### src/rtl/operand_fetch_stage_if.sv
// Bus between decode, register file, the forwarding sources and the operand fetch stage.
//   master : decode / register file / pipeline side. Drives the instruction, q, the
//            EX/MEM/WB result buses and out_ready.
//   slave  : operand_fetch_stage. Drives in_ready, rr, the execute register outputs and
//            stall_cnt.
interface operand_fetch_stage_if #(
  parameter int DATA_WIDTH = 32,
  parameter int ADDR_WIDTH = 5,
  parameter int CNT_WIDTH  = 16
);
  // Decode side
  logic                    in_valid;
  logic                    in_ready;
  logic [ADDR_WIDTH-1:0]   in_rs;
  logic [ADDR_WIDTH-1:0]   in_rt;
  logic [ADDR_WIDTH-1:0]   in_dst;
  logic                    in_wen;
  logic                    in_is_load;
  // Register file read port
  logic [2*ADDR_WIDTH-1:0] rr;
  logic [2*DATA_WIDTH-1:0] q;
  // Forwarding buses
  logic                    ex_wen;
  logic                    ex_is_load;
  logic [ADDR_WIDTH-1:0]   ex_dst;
  logic [DATA_WIDTH-1:0]   ex_data;
  logic                    mem_wen;
  logic [ADDR_WIDTH-1:0]   mem_dst;
  logic [DATA_WIDTH-1:0]   mem_data;
  logic                    wb_wen;
  logic [ADDR_WIDTH-1:0]   wb_dst;
  logic [DATA_WIDTH-1:0]   wb_data;
  // Execute side
  logic                    out_valid;
  logic                    out_ready;
  logic [DATA_WIDTH-1:0]   out_a;
  logic [DATA_WIDTH-1:0]   out_b;
  logic [ADDR_WIDTH-1:0]   out_dst;
  logic                    out_wen;
  logic                    out_is_load;
  logic [CNT_WIDTH-1:0]    stall_cnt;

  modport master (
    output in_valid, in_rs, in_rt, in_dst, in_wen, in_is_load, q,
           ex_wen, ex_is_load, ex_dst, ex_data, mem_wen, mem_dst, mem_data,
           wb_wen, wb_dst, wb_data, out_ready,
    input  in_ready, rr, out_valid, out_a, out_b, out_dst, out_wen, out_is_load, stall_cnt
  );

  modport slave (
    input  in_valid, in_rs, in_rt, in_dst, in_wen, in_is_load, q,
           ex_wen, ex_is_load, ex_dst, ex_data, mem_wen, mem_dst, mem_data,
           wb_wen, wb_dst, wb_data, out_ready,
    output in_ready, rr, out_valid, out_a, out_b, out_dst, out_wen, out_is_load, stall_cnt
  );
endinterface

### src/rtl/operand_fetch_stage.sv
// Operand fetch stage between decode and execute.
// Drives the register-file read addresses, resolves both operands through EX/MEM/WB
// forwarding, and holds the result in a valid/ready register feeding execute. A load
// in EX whose destination is a source of the incoming instruction stalls decode until
// the load reaches MEM, where its data can be forwarded.
// Ports:
//   clk : rising-edge clock
//   rst : synchronous reset, active-low
//   bus : operand_fetch_stage_if.slave (handshakes, regfile port, forwarding, outputs)
module operand_fetch_stage #(
  parameter int DATA_WIDTH = 32,
  parameter int ADDR_WIDTH = 5,
  parameter int CNT_WIDTH  = 16
) (
  input logic                  clk,
  input logic                  rst,
  operand_fetch_stage_if.slave bus
);

  // Forwarding priority: youngest producer first. r0 is hardwired zero, so a
  // destination of 0 can never match a non-zero source.
  function automatic logic [DATA_WIDTH-1:0] resolve(
    input logic [ADDR_WIDTH-1:0] src,
    input logic [DATA_WIDTH-1:0] rf_data,
    input logic                  ex_wen,
    input logic                  ex_is_load,
    input logic [ADDR_WIDTH-1:0] ex_dst,
    input logic [DATA_WIDTH-1:0] ex_data,
    input logic                  mem_wen,
    input logic [ADDR_WIDTH-1:0] mem_dst,
    input logic [DATA_WIDTH-1:0] mem_data,
    input logic                  wb_wen,
    input logic [ADDR_WIDTH-1:0] wb_dst,
    input logic [DATA_WIDTH-1:0] wb_data
  );
    if (src == '0)                                      return '0;
    // A load in EX has no data yet; the hazard logic stalls instead.
    else if (ex_wen && !ex_is_load && ex_dst == src)    return ex_data;
    else if (mem_wen && mem_dst == src)                 return mem_data;
    else if (wb_wen && wb_dst == src)                   return wb_data;
    else                                                return rf_data;
  endfunction

  logic                  out_valid_q, out_valid_d;
  logic [DATA_WIDTH-1:0] out_a_q, out_a_d;
  logic [DATA_WIDTH-1:0] out_b_q, out_b_d;
  logic [ADDR_WIDTH-1:0] out_dst_q, out_dst_d;
  logic                  out_wen_q, out_wen_d;
  logic                  out_is_load_q, out_is_load_d;
  logic [CNT_WIDTH-1:0]  stall_cnt_q, stall_cnt_d;

  logic                  hazard;
  logic                  slot_free;
  logic                  accept;
  logic [DATA_WIDTH-1:0] a_sel, b_sel;

  assign bus.rr = {bus.in_rt, bus.in_rs};

  always_comb begin
    a_sel = resolve(bus.in_rs, bus.q[DATA_WIDTH-1:0],
                    bus.ex_wen, bus.ex_is_load, bus.ex_dst, bus.ex_data,
                    bus.mem_wen, bus.mem_dst, bus.mem_data,
                    bus.wb_wen, bus.wb_dst, bus.wb_data);
    b_sel = resolve(bus.in_rt, bus.q[2*DATA_WIDTH-1:DATA_WIDTH],
                    bus.ex_wen, bus.ex_is_load, bus.ex_dst, bus.ex_data,
                    bus.mem_wen, bus.mem_dst, bus.mem_data,
                    bus.wb_wen, bus.wb_dst, bus.wb_data);
  end

  assign hazard = bus.in_valid && bus.ex_wen && bus.ex_is_load && (bus.ex_dst != '0) &&
                  ((bus.ex_dst == bus.in_rs) || (bus.ex_dst == bus.in_rt));
  // The execute register can take a new entry when empty or draining this cycle.
  assign slot_free    = !out_valid_q || bus.out_ready;
  assign bus.in_ready = slot_free && !hazard;
  assign accept       = bus.in_valid && bus.in_ready;

  always_comb begin
    // NOTE: every next-state signal gets a hold default first so no path infers a latch.
    out_valid_d   = out_valid_q;
    out_a_d       = out_a_q;
    out_b_d       = out_b_q;
    out_dst_d     = out_dst_q;
    out_wen_d     = out_wen_q;
    out_is_load_d = out_is_load_q;
    stall_cnt_d   = stall_cnt_q;

    if (accept) begin
      out_valid_d   = 1'b1;
      out_a_d       = a_sel;
      out_b_d       = b_sel;
      out_dst_d     = bus.in_dst;
      out_wen_d     = bus.in_wen;
      out_is_load_d = bus.in_is_load;
    end else if (bus.out_ready) begin
      // Bubble: data registers keep stale contents, only valid drops.
      out_valid_d = 1'b0;
    end

    // Only stalls caused by the hazard count; back-pressure cycles do not.
    if (hazard && slot_free && (stall_cnt_q != '1)) begin
      stall_cnt_d = stall_cnt_q + CNT_WIDTH'(1);
    end
  end

  // NOTE: sequential state uses non-blocking assignments so all registers update together.
  always_ff @(posedge clk) begin
    if (!rst) begin
      out_valid_q   <= 1'b0;
      out_a_q       <= '0;
      out_b_q       <= '0;
      out_dst_q     <= '0;
      out_wen_q     <= 1'b0;
      out_is_load_q <= 1'b0;
      stall_cnt_q   <= '0;
    end else begin
      out_valid_q   <= out_valid_d;
      out_a_q       <= out_a_d;
      out_b_q       <= out_b_d;
      out_dst_q     <= out_dst_d;
      out_wen_q     <= out_wen_d;
      out_is_load_q <= out_is_load_d;
      stall_cnt_q   <= stall_cnt_d;
    end
  end

  assign bus.out_valid   = out_valid_q;
  assign bus.out_a       = out_a_q;
  assign bus.out_b       = out_b_q;
  assign bus.out_dst     = out_dst_q;
  assign bus.out_wen     = out_wen_q;
  assign bus.out_is_load = out_is_load_q;
  assign bus.stall_cnt   = stall_cnt_q;

endmodule

### src/flat_wrapper.sv
// flat-port wrapper written by rule: the top's interface ports become plain ports
module operand_fetch_stage_flat 
#(
  parameter int DATA_WIDTH = 32,
  parameter int ADDR_WIDTH = 5,
  parameter int CNT_WIDTH  = 16
)
  (clk, rst, bus_in_valid, bus_in_rs, bus_in_rt, bus_in_dst, bus_in_wen, bus_in_is_load, bus_q, bus_ex_wen, bus_ex_is_load, bus_ex_dst, bus_ex_data, bus_mem_wen, bus_mem_dst, bus_mem_data, bus_wb_wen, bus_wb_dst, bus_wb_data, bus_out_ready, bus_in_ready, bus_rr, bus_out_valid, bus_out_a, bus_out_b, bus_out_dst, bus_out_wen, bus_out_is_load, bus_stall_cnt);
  operand_fetch_stage_if #(.DATA_WIDTH(DATA_WIDTH), .ADDR_WIDTH(ADDR_WIDTH), .CNT_WIDTH(CNT_WIDTH)) bus_i ();
  input logic clk;
  input logic rst;
  input wire logic [$bits(bus_i.in_valid)-1:0] bus_in_valid;
  input wire logic [$bits(bus_i.in_rs)-1:0] bus_in_rs;
  input wire logic [$bits(bus_i.in_rt)-1:0] bus_in_rt;
  input wire logic [$bits(bus_i.in_dst)-1:0] bus_in_dst;
  input wire logic [$bits(bus_i.in_wen)-1:0] bus_in_wen;
  input wire logic [$bits(bus_i.in_is_load)-1:0] bus_in_is_load;
  input wire logic [$bits(bus_i.q)-1:0] bus_q;
  input wire logic [$bits(bus_i.ex_wen)-1:0] bus_ex_wen;
  input wire logic [$bits(bus_i.ex_is_load)-1:0] bus_ex_is_load;
  input wire logic [$bits(bus_i.ex_dst)-1:0] bus_ex_dst;
  input wire logic [$bits(bus_i.ex_data)-1:0] bus_ex_data;
  input wire logic [$bits(bus_i.mem_wen)-1:0] bus_mem_wen;
  input wire logic [$bits(bus_i.mem_dst)-1:0] bus_mem_dst;
  input wire logic [$bits(bus_i.mem_data)-1:0] bus_mem_data;
  input wire logic [$bits(bus_i.wb_wen)-1:0] bus_wb_wen;
  input wire logic [$bits(bus_i.wb_dst)-1:0] bus_wb_dst;
  input wire logic [$bits(bus_i.wb_data)-1:0] bus_wb_data;
  input wire logic [$bits(bus_i.out_ready)-1:0] bus_out_ready;
  output wire logic [$bits(bus_i.in_ready)-1:0] bus_in_ready;
  output wire logic [$bits(bus_i.rr)-1:0] bus_rr;
  output wire logic [$bits(bus_i.out_valid)-1:0] bus_out_valid;
  output wire logic [$bits(bus_i.out_a)-1:0] bus_out_a;
  output wire logic [$bits(bus_i.out_b)-1:0] bus_out_b;
  output wire logic [$bits(bus_i.out_dst)-1:0] bus_out_dst;
  output wire logic [$bits(bus_i.out_wen)-1:0] bus_out_wen;
  output wire logic [$bits(bus_i.out_is_load)-1:0] bus_out_is_load;
  output wire logic [$bits(bus_i.stall_cnt)-1:0] bus_stall_cnt;
  assign bus_i.in_valid = bus_in_valid;
  assign bus_i.in_rs = bus_in_rs;
  assign bus_i.in_rt = bus_in_rt;
  assign bus_i.in_dst = bus_in_dst;
  assign bus_i.in_wen = bus_in_wen;
  assign bus_i.in_is_load = bus_in_is_load;
  assign bus_i.q = bus_q;
  assign bus_i.ex_wen = bus_ex_wen;
  assign bus_i.ex_is_load = bus_ex_is_load;
  assign bus_i.ex_dst = bus_ex_dst;
  assign bus_i.ex_data = bus_ex_data;
  assign bus_i.mem_wen = bus_mem_wen;
  assign bus_i.mem_dst = bus_mem_dst;
  assign bus_i.mem_data = bus_mem_data;
  assign bus_i.wb_wen = bus_wb_wen;
  assign bus_i.wb_dst = bus_wb_dst;
  assign bus_i.wb_data = bus_wb_data;
  assign bus_i.out_ready = bus_out_ready;
  assign bus_in_ready = bus_i.in_ready;
  assign bus_rr = bus_i.rr;
  assign bus_out_valid = bus_i.out_valid;
  assign bus_out_a = bus_i.out_a;
  assign bus_out_b = bus_i.out_b;
  assign bus_out_dst = bus_i.out_dst;
  assign bus_out_wen = bus_i.out_wen;
  assign bus_out_is_load = bus_i.out_is_load;
  assign bus_stall_cnt = bus_i.stall_cnt;
  operand_fetch_stage #(.DATA_WIDTH(DATA_WIDTH), .ADDR_WIDTH(ADDR_WIDTH), .CNT_WIDTH(CNT_WIDTH)) u_core (.clk(clk), .rst(rst), .bus(bus_i));
endmodule
### config.mk
export PLATFORM = sky130hd
export DESIGN_NAME = operand_fetch_stage_flat
export DESIGN_NICKNAME = d
export VERILOG_FILES = /design/src/rtl/operand_fetch_stage_if.sv /design/src/rtl/operand_fetch_stage.sv /design/src/flat_wrapper.sv
export SDC_FILE = /design/constraint.sdc
export NUM_CORES = 1
export LEC_CHECK = 0
export CAP_MARGIN = 20
export CORE_UTILIZATION = 40
export DETAILED_ROUTE_END_ITERATION = 8
export PLACE_DENSITY = 0.84
export SYNTH_ARGS = -nofsm -noshare
export SYNTH_HDL_FRONTEND = slang
export SYNTH_SLANG_ARGS = --single-unit
### constraint.sdc
create_clock -name clk -period 2.6 [get_ports clk]
set_input_delay 0.65 -clock clk [delete_from_list [all_inputs] [get_ports clk]]
set_output_delay 0.65 -clock clk [all_outputs]
set_load 0.1 [all_outputs]
==> qor.yml <==
timing:
  slew_violations: 0
  slew_headroom: 0.6999
  finalSetupViolations: 0
  fin_crit_ps: 2548
  fin_crit_sh: 0.9801
  clock.fmax_mhz: 392.4
  finClkSkew_ps: 6.443
  tightest_slew_ps: 443.1
  hold_viol: 0
cts:
  cts_root_buf: "clkbuf_16"
  holdBufCountCts: 0
  clk-insertion-delay-late_ps: 350
  clkSinkCount: 88
  htree_levels: 3
  cts_tree: "done"
  cts_buffer_depth: 2
  numCtsBuffers: 9
  clk_pin_slew_ps: 60
power:
  comb_power_share: 0.365
  power_density_nw_per_um2: 491.9
  internal-power_mw: 2.992
  switchingPower_mw: 1.718
  pwr-share-clk: 0.320
  ir_worst_vdd_mv: 0.3239
  power.total_mw: 4.710
  power.leakage_nw: 3.762
  pwr-share-seq: 0.315
  p_sw_frac: 0.3648
grt:
  grtUsageTotal: 0.3176
  grt_pass1_vias: 6756
  grt_overflow: 0
  antenna_found_initial: 0
  grt_pass1_wl_um: 36300
  grt_max_degree: 88
layout:
  drive_above_1_share: 0.2025
  mostFrequentLayoutCells: "clkdlybuf4s50_1, buf_4, nand2_1"
  finalNetCount: 1244
  n_antenna_cell: 0
  fin_area_um2: 9574
  final_common_cell: "clkdlybuf4s50_1"
  area_delta_synth_final_pct: 65.91
worst_setup_path:
  cp_slowest_cell: "clkdlybuf4s50_1"
  cp-start-kind: "input pin"
  critPathTopFamily: "buffers and inverters"
  crit_cells: 7
  cp.required_ps: 1950
  critPathMaxFanout: 3
  endpoint_kind: "output port"
  crit_type: "input pin to output port"
  critPathBufInv: 3
  reg2reg_slack_ps: 540
  max_stage_delay_ps: 510
  reg2reg_depth: 6
  path_cells: "clkdlybuf4s50_1 -> nand3_2 -> a21oi_2 -> buf_4 -> o21ai_4 -> and2_4 -> buf_12"
  worstPathArrival_ps: 1900
floorplanning:
  initial_utilization: 0.4125
  coreArea_um2: 13990
  die-area_um2: 14910
  fp-row-count: 43
  dieWidth_um: 122.1
  io_pins: 299
  die_y_um: 122.1
logic_synthesis:
  synth.distinct_cells: 43
  yosys_register_bits: 88
  synth_top_area_share: 0.3053
  yosysWarningCount: 0
  synthTopCellsByArea: "dfxtp_1, o221ai_1, nand2_1"
  yosysTopAreaCell: "dfxtp_1"
  avgSynthCellArea_um2: 7.746
  syn_area_um2: 5771
  seq_area_frac_synth: 0.3053
  synth_nets: 946
  netlist_instances: 745
placed_design:
  hpwlAfterDp_um: 17930
  dpl_cell_area_um2: 9231
  routabilityCongestion: 0.9824
  port_buffers: 298
min_path:
  hold_class: "flop to flop"
  whs_path_depth: 2
drt:
  wire_per_inst_um: 20.16
  drt_wl_total_um: 24740
  vias_per_cell: 5.961
  drt_iter0_markers: 786
  drcViolationCount: 0
  vias: 7314
  ant_nets: 0
  drtPass1Iterations: 6
flow_run:
  drv_cap: 0
run_status:
  status: "finished clean"
## timing repair
item,CTS,global route
setup buffers,2,1
endpoints found under the setup margin,4,3
pin swaps,6,6
resized for setup,16,18
## state kept, by name (all words and copies together) (netlist names)
| signal | cells |
|---|---|
| u_core.bus.out_b | 32 |
| u_core.bus.out_dst | 5 |
| u_core.bus.stall_cnt | 16 |
| u_core.bus.out_valid | 1 |
| u_core.bus.out_wen | 1 |
| u_core.bus.out_is_load | 1 |
| u_core.bus.out_a | 32 |
## cell type report
cell class                      instances  area [µm²]
Clock inverter                          5       106.4
Timing Repair Buffer                  369        3551
Tap cell                              180       225.2
Sequential cell                        88        1762
Multi-Input combinational cell        546        3592
Inverter                               29       108.9
Clock buffer                           10       229.0
Fill cell                            1176        4414
## worst min-delay path, stage by stage (launching register included)
cell and delay, ps:
dfxtp_1 310, nand2_1 50, mux2i_1 50
## power by group through the flow
stage	Sequential [mW]	Combinational (mW)	Clock [mW]
after floorplan	2.10	0.417	0
after global placement	1.51	1.70	0
after detailed placement	1.51	1.71	0
after CTS	1.48	1.71	1.51
after global routing	1.49	1.79	1.58
final	1.48	1.72	1.51
## kinds of logic (layout without fill, tap and decap cells)
| logic type | after synthesis | count (layout) | synth area share |
|---|---|---|---|
| simple gates | 250 | 250 | 0.2238 |
| buf+inv | 111 | 413 | 0.08413 |
| flops | 88 | 88 | 0.3053 |
| xor+xnor | 30 | 30 | 0.04553 |
| fa+ha+maj | 1 | 1 | 0.002168 |
| mux | 22 | 22 | 0.03924 |
| compound gates | 243 | 243 | 0.2999 |
## layer usage
metal  up-vias  GRT usage  part of all wire
li1       3357          -                 -
met1      3400     0.3808              0.38
met2       461     0.5194              0.48
met3        96    0.08146              0.10
met4         0     0.1684             0.045
met5         -          0                 0
## synth_stat cells, drive strengths merged
| master | n |
|---|---|
| mux2i | 17 |
| buf | 28 |
| ha | 1 |
| o31ai | 9 |
| o21ai | 63 |
| o211ai | 28 |
| or3 | 1 |
| nand3 | 12 |
| nand2b | 7 |
| nand2 | 125 |
| o221ai | 64 |
| nor2b | 1 |
| nor4 | 3 |
| nor3 | 4 |
| and2 | 32 |
| nor4b | 2 |
| inv | 29 |
| o311ai | 5 |
| or2 | 33 |
| a211oi | 2 |
| o22ai | 27 |
| mux2 | 5 |
| or3b | 3 |
| nand4 | 2 |
| or4 | 11 |
| clkbuf | 54 |
| nor2 | 4 |
| xor2 | 17 |
| nor3b | 1 |
| o2111ai | 32 |
| a21oi | 13 |
| dfxtp | 88 |
| and3 | 9 |
| xnor2 | 13 |
## through the flow
stage | worst slack, ps | setup TNS [ps] | utilization | hold slack [ps] | instances
4_1_cts | -24.17 | -24.17 | 0.6836 | 460.9 | 1226
6_report | 51.73 | 0 | 0.6844 | 461.5 | 1227
3_5_place_dp | -436.0 | -20650 | 0.6599 | 449.8 | 1209
3_3_place_gp | -440.8 | -18470 | 0.6599 | 443.5 | 1209
2_1_floorplan | 13.90 | 0 | - | 792.2 | 745
5_1_grt | -8.197 | -14.25 | 0.6844 | 481.2 | 1227
## final timing paths
path,to,start
setup reg to reg,u_core.bus.stall_cnt[14],u_core.bus.stall_cnt[0]
setup / recovery,bus_in_ready,bus_ex_wen
hold reg to reg,u_core.bus.out_wen,u_core.bus.out_wen
hold / removal,u_core.bus.out_wen,u_core.bus.out_wen
Power figures use the tool's default switching activity.
